### config.mk
export PLATFORM = sky130hd
export DESIGN_NAME = pushbutton_conditioner
export DESIGN_NICKNAME = d
export VERILOG_FILES = /design/src/rtl/up_pkg.sv /design/src/rtl/debounce_1b.sv /design/src/rtl/pushbutton_conditioner.sv
export SDC_FILE = /design/constraint.sdc
export NUM_CORES = 1
export LEC_CHECK = 0
export CAP_MARGIN = 20
export CORE_MARGIN = 4
export CORE_UTILIZATION = 30
export CTS_CLUSTER_SIZE = 12
export DETAILED_ROUTE_END_ITERATION = 10
export PLACE_DENSITY = 0.54
export SLEW_MARGIN = 10
export SYNTH_ARGS = -nofsm -noshare
export SYNTH_HDL_FRONTEND = slang
export SYNTH_HIERARCHICAL = 1
export SYNTH_SLANG_ARGS = --single-unit
### constraint.sdc
create_clock -name clock -period 2.65 [get_ports clock]
set_input_delay 0.3975 -clock clock [delete_from_list [all_inputs] [get_ports clock]]
set_output_delay 0.3975 -clock clock [all_outputs]
set_load 0.01 [all_outputs]
### src/rtl/up_pkg.sv
// Shared processor project constants.
// Holds the debounce defaults used by the input conditioning logic.
package up_pkg;

    localparam int DB_COUNT_DEFAULT = 50000;
    localparam int DB_CNT_W = 16;

    typedef logic [DB_CNT_W-1:0] dbCnt_t;

endpackage

### src/rtl/debounce_1b.sv
// Single-bit switch conditioner.
// Two-flop synchronizer, saturating debounce counter and press pulse.
module debounce_1b
    import up_pkg::*;
#(
    parameter int DB_COUNT   = DB_COUNT_DEFAULT,
    parameter bit ACTIVE_LOW = 1'b0
) (
    input  logic clock,
    input  logic reset,
    input  logic rawBit,
    output logic level,
    output logic pressPulse,
    output logic counting
);

    localparam dbCnt_t LAST = dbCnt_t'(DB_COUNT - 1);

    logic   rawAdj;
    logic   sync1;
    logic   sync2;
    logic   state;
    dbCnt_t cnt;

    assign rawAdj = ACTIVE_LOW ? ~rawBit : rawBit;

    always_ff @(posedge clock or posedge reset) begin
        if (reset) begin
            sync1      <= 1'b0;
            sync2      <= 1'b0;
            state      <= 1'b0;
            cnt        <= '0;
            pressPulse <= 1'b0;
        end else begin
            sync1      <= rawAdj;
            sync2      <= sync1;
            pressPulse <= 1'b0;
            if (sync2 == state) begin
                cnt <= '0;
            end else if (cnt == LAST) begin
                // Only a rising debounced level produces a pulse.
                state      <= ~state;
                cnt        <= '0;
                pressPulse <= ~state;
            end else begin
                cnt <= cnt + 1'b1;
            end
        end
    end

    assign level    = state;
    assign counting = |cnt;

endmodule

### src/rtl/pushbutton_conditioner.sv
// Four-button conditioner feeding the processor input bus.
// Debounced levels are re-registered only during fetch.
module pushbutton_conditioner
    import up_pkg::*;
#(
    parameter int DB_COUNT   = DB_COUNT_DEFAULT,
    parameter bit ACTIVE_LOW = 1'b0
) (
    input  logic       clock,
    input  logic       reset,
    input  logic [3:0] raw_buttons,
    input  logic       phase,
    output logic [3:0] pushbuttons,
    output logic [3:0] debounced,
    output logic [3:0] press_pulse,
    output logic       busy
);

    logic [3:0] counting;

    for (genvar i = 0; i < 4; i++) begin : g_bit
        debounce_1b #(
            .DB_COUNT  (DB_COUNT),
            .ACTIVE_LOW(ACTIVE_LOW)
        ) u_db (
            .clock     (clock),
            .reset     (reset),
            .rawBit    (raw_buttons[i]),
            .level     (debounced[i]),
            .pressPulse(press_pulse[i]),
            .counting  (counting[i])
        );
    end

    // Hold through execute so the processor sees a stable input word.
    always_ff @(posedge clock or posedge reset) begin
        if (reset) begin
            pushbuttons <= 4'b0000;
        end else if (!phase) begin
            pushbuttons <= debounced;
        end
    end

    assign busy = |counting;

endmodule

==> results by stage <==
Status:
- The flow ran to the end, and the final reports show no timing, DRC or antenna violations.

Timing:
- Setup repair after global routing left no endpoint under its margin.
- The final period utilization is 96.5%.
- Hold timing on the final database bottoms out at a slack of 0.349 ns.
- For the finished layout, the period the worst path requires is 2.56 ns.
- The transition time at the pin with the least slew margin is 0.764 ns.
- Setup violations remaining at the end of the flow were counted as 0.
- The post-route clock skew is 0.0100 ns.
- The minimum setup slack in the final design is 0.0922 ns.
- Headroom to the max-slew limit came out at 49.0%.
- Adding up every negative setup slack in the final design gives 0 ns.
- The final-report max-slew violation count came to 0.
- For this run, the top clock speed supported by timing is 391 MHz.
- The number of hold-slack violations in the final timing report is 0.

Drt:
- For this block, the via count after detailed routing is 2,855.
- Wires add up to 8050 um.
- The per-cell routed wire length is 13.3 um.
- The count of unresolved DRC violations after routing is 0.
- The detailed router's first-iteration violation count is 228.
- After detailed routing, the number of vias per cell comes to 4.70.
- The count of nets left with antenna violations after detail routing is 0.
- The first detailed-routing pass ran for 4 iterations.

Floorplan:
- In this run the horizontal extent of the chip is 124 um.
- The placement row count is 42.
- Once the floorplan was initialized, standard cells occupied 30.4% of the core.
- The height of the chip is 124 um.
- The area of the core region is 13,200 sq um.
- The number of top-level design ports is 20.
- The overall die area is 15,300 sq um.

Synthesis:
- In the synthesized netlist the dominant register cell turns out to be sky130_fd_sc_hd__dfrtp_1.
- Sequential elements use 52.4% of the synthesized area.
- Of the total synthesized cell area, the portion taken by AND, OR, NAND and NOR gates is 26.0%.
- The proportion of synthesized area in mux cells is 2.62%.
- The net count after synthesis is 401.
- The post-synthesis share of cell area spent on full adders, half adders and majority gates is 2.49%.
- The synthesized area is 4020 sq um.
- The cell type with the highest aggregate area in the netlist is sky130_fd_sc_hd__dfrtp_1.
- The xor/xnor share of the synthesized area is 13.1%.
- Yosys attributes the largest share of cell area to sky130_fd_sc_hd__dfrtp_1 52%, sky130_fd_sc_hd__xnor2_1 11%, sky130_fd_sc_hd__nor2_1 7.5%.
- By count the netlist is led by 84 x sky130_fd_sc_hd__dfrtp_1, 80 x sky130_fd_sc_hd__nor2_1, 52 x sky130_fd_sc_hd__xnor2_1.
- The proportion of netlist area held by the largest area contributor is 52.4%.
- The number of storage elements in the synthesis netlist is 84.
- The number of unique standard cell types used by synthesis is 21.
- After synthesis, the largest family of logic cells by area is simple AND/OR/NAND/NOR gates.
- The count of warnings emitted by yosys is 6.
- After synthesis, the share of flip-flops with an asynchronous set or reset is 100%.
- Summing the areas of all compound-gate instances in the mapped netlist gives 0% of the synthesized area.
- By instance count, the leading cell after synthesis is sky130_fd_sc_hd__dfrtp_1.
- The number of flops mapped to enable cells by yosys is 0.
- Each instance of the synthesized netlist takes up on average 10.4 sq um.
- The gate count of the mapped netlist is 386.

Power and ir drop:
- In this run the static leakage power is 1.96 nW.
- The peak supply drop is 0.363 mV.
- The completed layout was analyzed and its total power is 2.63 mW.
- Power spread over the standard cell area amounts to 553 nW/um^2.

Worst setup path:
- The critical path is of the reg2out type.
- The endpoint of the worst-slack reg-to-reg timing path is g_bit[3].u_db/level$_DFFE_PP0P_.
- Data on the critical path arrives at its endpoint at 2.16 ns.
- The setup check on the worst reg-to-reg path leaves a slack of 0.69 ns.
- The required time of the worst setup path is 2.25 ns.
- The startpoint of the worst setup timing path is g_bit[0].u_db/cnt[4]$_DFF_PP0_.
- The worst setup path endpoint is busy.
- STA classifies the critical path endpoint as an output port.
- Measured in cells, the most critical reg-to-reg path has a length of 3.
- The worst setup path is launched from a register.
- Of all nets on the critical path, the largest fanout is 2.
- The launch point of the worst reg-to-reg path is g_bit[3].u_db/cnt[11]$_DFF_PP0_.

Layout:
- The area added between synthesis and finish is 18.7%.
- The layout has 1,299 filler cells.
- The number of standard cells in the layout, taps in and fillers out is 607.
- The repair_antennas step left the layout with diodes totalling 0.
- The register cell area after layout is 2100 sq um.
- The final instance area is 4760 sq um.
- Cells fill 36.1% of the core in the end.
- In the final layout, the multi-input gates occupy 1770 sq um.
- The share of final-layout standard cells stronger than drive strength 1 is 12.5%.
- The layout net count is 441.

Min path:
- The worst hold path class is reg2reg.

Clock network:
- The CTS H-tree depth is 3.
- The CTS tree is done.
- The number of buffers added for setup after CTS is 0.
- The number of instances resized during post-cts repair is 4.
- After clock tree synthesis, the flow added hold-fix buffers numbering 0.
- The clock insertion delay at the later pin of the skew report is 0.34 ns.
- Counting along the longest clock path gives a buffer depth of 2.
- The clock drives 84 sinks.
- Clock-pin slew was measured on the worst setup and hold paths at 0.06 ns.
- CTS placed an instance of sky130_fd_sc_hd__clkbuf_16 at the clock tree root.
- The number of buffers created by CTS is 9.

Placement:
- Counting tap cells, the placed design contains a total of 591 instances.
- At the placement stage, the worst setup path has a slack of 0.0878 ns.
- The number of buffers inserted by port buffering is 19.
- The placed wire-length estimate is 5780 um.
- The standard cell area after detailed placement is 4490 sq um.
- The placer's final routability congestion estimate is 0.870.

Global route:
- The global-route met3 utilization is 3.09%.
- The via count of the first global-routing pass was 2,872.
- The first global-routing pass estimated 14,300 um of wire.
- Global routing consumed, over all layers together, 11.8% of the routing resources.
- The total overflow left after global routing is 0.
- The busiest metal layer after global routing is met2.
- The largest net degree at the start of global routing is 21.
- The number of antenna violations at the first check in global routing came to 0.
- The met2 track utilization from global routing is 17.7%.
- The met1 usage in global routing is 16.4%.

Run:
- The max-cap check violation count is 0.
final cells by class:
type	count	area share (%)
clock buffer	10	4.81
sequential	84	44.1
multi-input combinational	273	37.2
clock inverter	6	1.16
timing repair buffer	33	6.09
inverter	25	1.97
tap	176	4.62
per-layer routing:
metal  up-vias  part of all wire, %
met5         -                    0
li1       1406                    -
met3        12                  4.0
met1      1379                   48
met2        58                   46
met4         0                  1.8
how the worst min path moves through the flow:
stage | from | endpoint | slack [ns] | cells after the start
2_1_floorplan | reset | pushbuttons[0]$_DFFE_PP0N_ | 0.16 | 1
3_3_place_gp | g_bit[1].u_db/sync1$_DFF_PP0_ | g_bit[1].u_db/sync2$_DFF_PP0_ | 0.33 | 0
3_5_place_dp | g_bit[3].u_db/sync1$_DFF_PP0_ | g_bit[3].u_db/sync2$_DFF_PP0_ | 0.34 | 0
4_1_cts | g_bit[0].u_db/sync1$_DFF_PP0_ | g_bit[0].u_db/sync2$_DFF_PP0_ | 0.35 | 0
5_1_grt | g_bit[0].u_db/sync1$_DFF_PP0_ | g_bit[0].u_db/sync2$_DFF_PP0_ | 0.36 | 0
6_report | g_bit[0].u_db/sync1$_DFF_PP0_ | g_bit[0].u_db/sync2$_DFF_PP0_ | 0.35 | 0
cell usage in the layout (no fill, tap or decap), types with 3 or more instances in the layout:
cell	instances
sky130_fd_sc_hd__xnor2_1	52
sky130_fd_sc_hd__and3_2	4
sky130_fd_sc_hd__nand2_4	4
sky130_fd_sc_hd__nor2_1	80
sky130_fd_sc_hd__nand2_1	8
sky130_fd_sc_hd__buf_4	14
sky130_fd_sc_hd__clkbuf_16	9
sky130_fd_sc_hd__or4_4	8
sky130_fd_sc_hd__nand3_1	28
sky130_fd_sc_hd__inv_6	3
sky130_fd_sc_hd__or3_1	4
sky130_fd_sc_hd__nor3_1	12
sky130_fd_sc_hd__nor3b_1	4
sky130_fd_sc_hd__mux2_2	4
sky130_fd_sc_hd__dfrtp_1	84
sky130_fd_sc_hd__mux2_4	4
sky130_fd_sc_hd__clkdlybuf4s50_1	18
sky130_fd_sc_hd__xor2_1	8
sky130_fd_sc_hd__ha_1	8
sky130_fd_sc_hd__inv_1	25
sky130_fd_sc_hd__nor4b_1	4
sky130_fd_sc_hd__nand4_1	20
sky130_fd_sc_hd__nor4_1	20
power by group:
group          internal, mW  switching [mW]  leakage (nW)  total [mW]
Sequential             1.30          0.0219          1.15        1.32
Clock                 0.655           0.539         0.140        1.19
Combinational        0.0425          0.0713         0.675       0.114
Total                  2.00           0.632          1.96        2.63
worst max-delay path, stage by stage, from the launching register on:
cell and delay, ns:
sky130_fd_sc_hd__dfrtp_1 0.38, sky130_fd_sc_hd__or4_4 0.54, sky130_fd_sc_hd__nor2_1 0.11, sky130_fd_sc_hd__nand3_1 0.10, sky130_fd_sc_hd__or4_1 0.54, sky130_fd_sc_hd__buf_2 0.16
registers in the layout (all words and copies together), names as in the netlist:
signal,flops
g_bit.u_db/pressPulse,4
g_bit.u_db/sync1,4
pushbuttons,4
g_bit.u_db/cnt,64
g_bit.u_db/sync2,4
g_bit.u_db/level,4
cell families after synthesis:
| logic type | count (synthesis) |
|---|---|
| simple gates | 197 |
| flops | 84 |
| xor+xnor | 60 |
| buf+inv | 29 |
| mux | 8 |
| fa+ha+maj | 8 |
No activity file was read; power rests on OpenSTA's default activity.
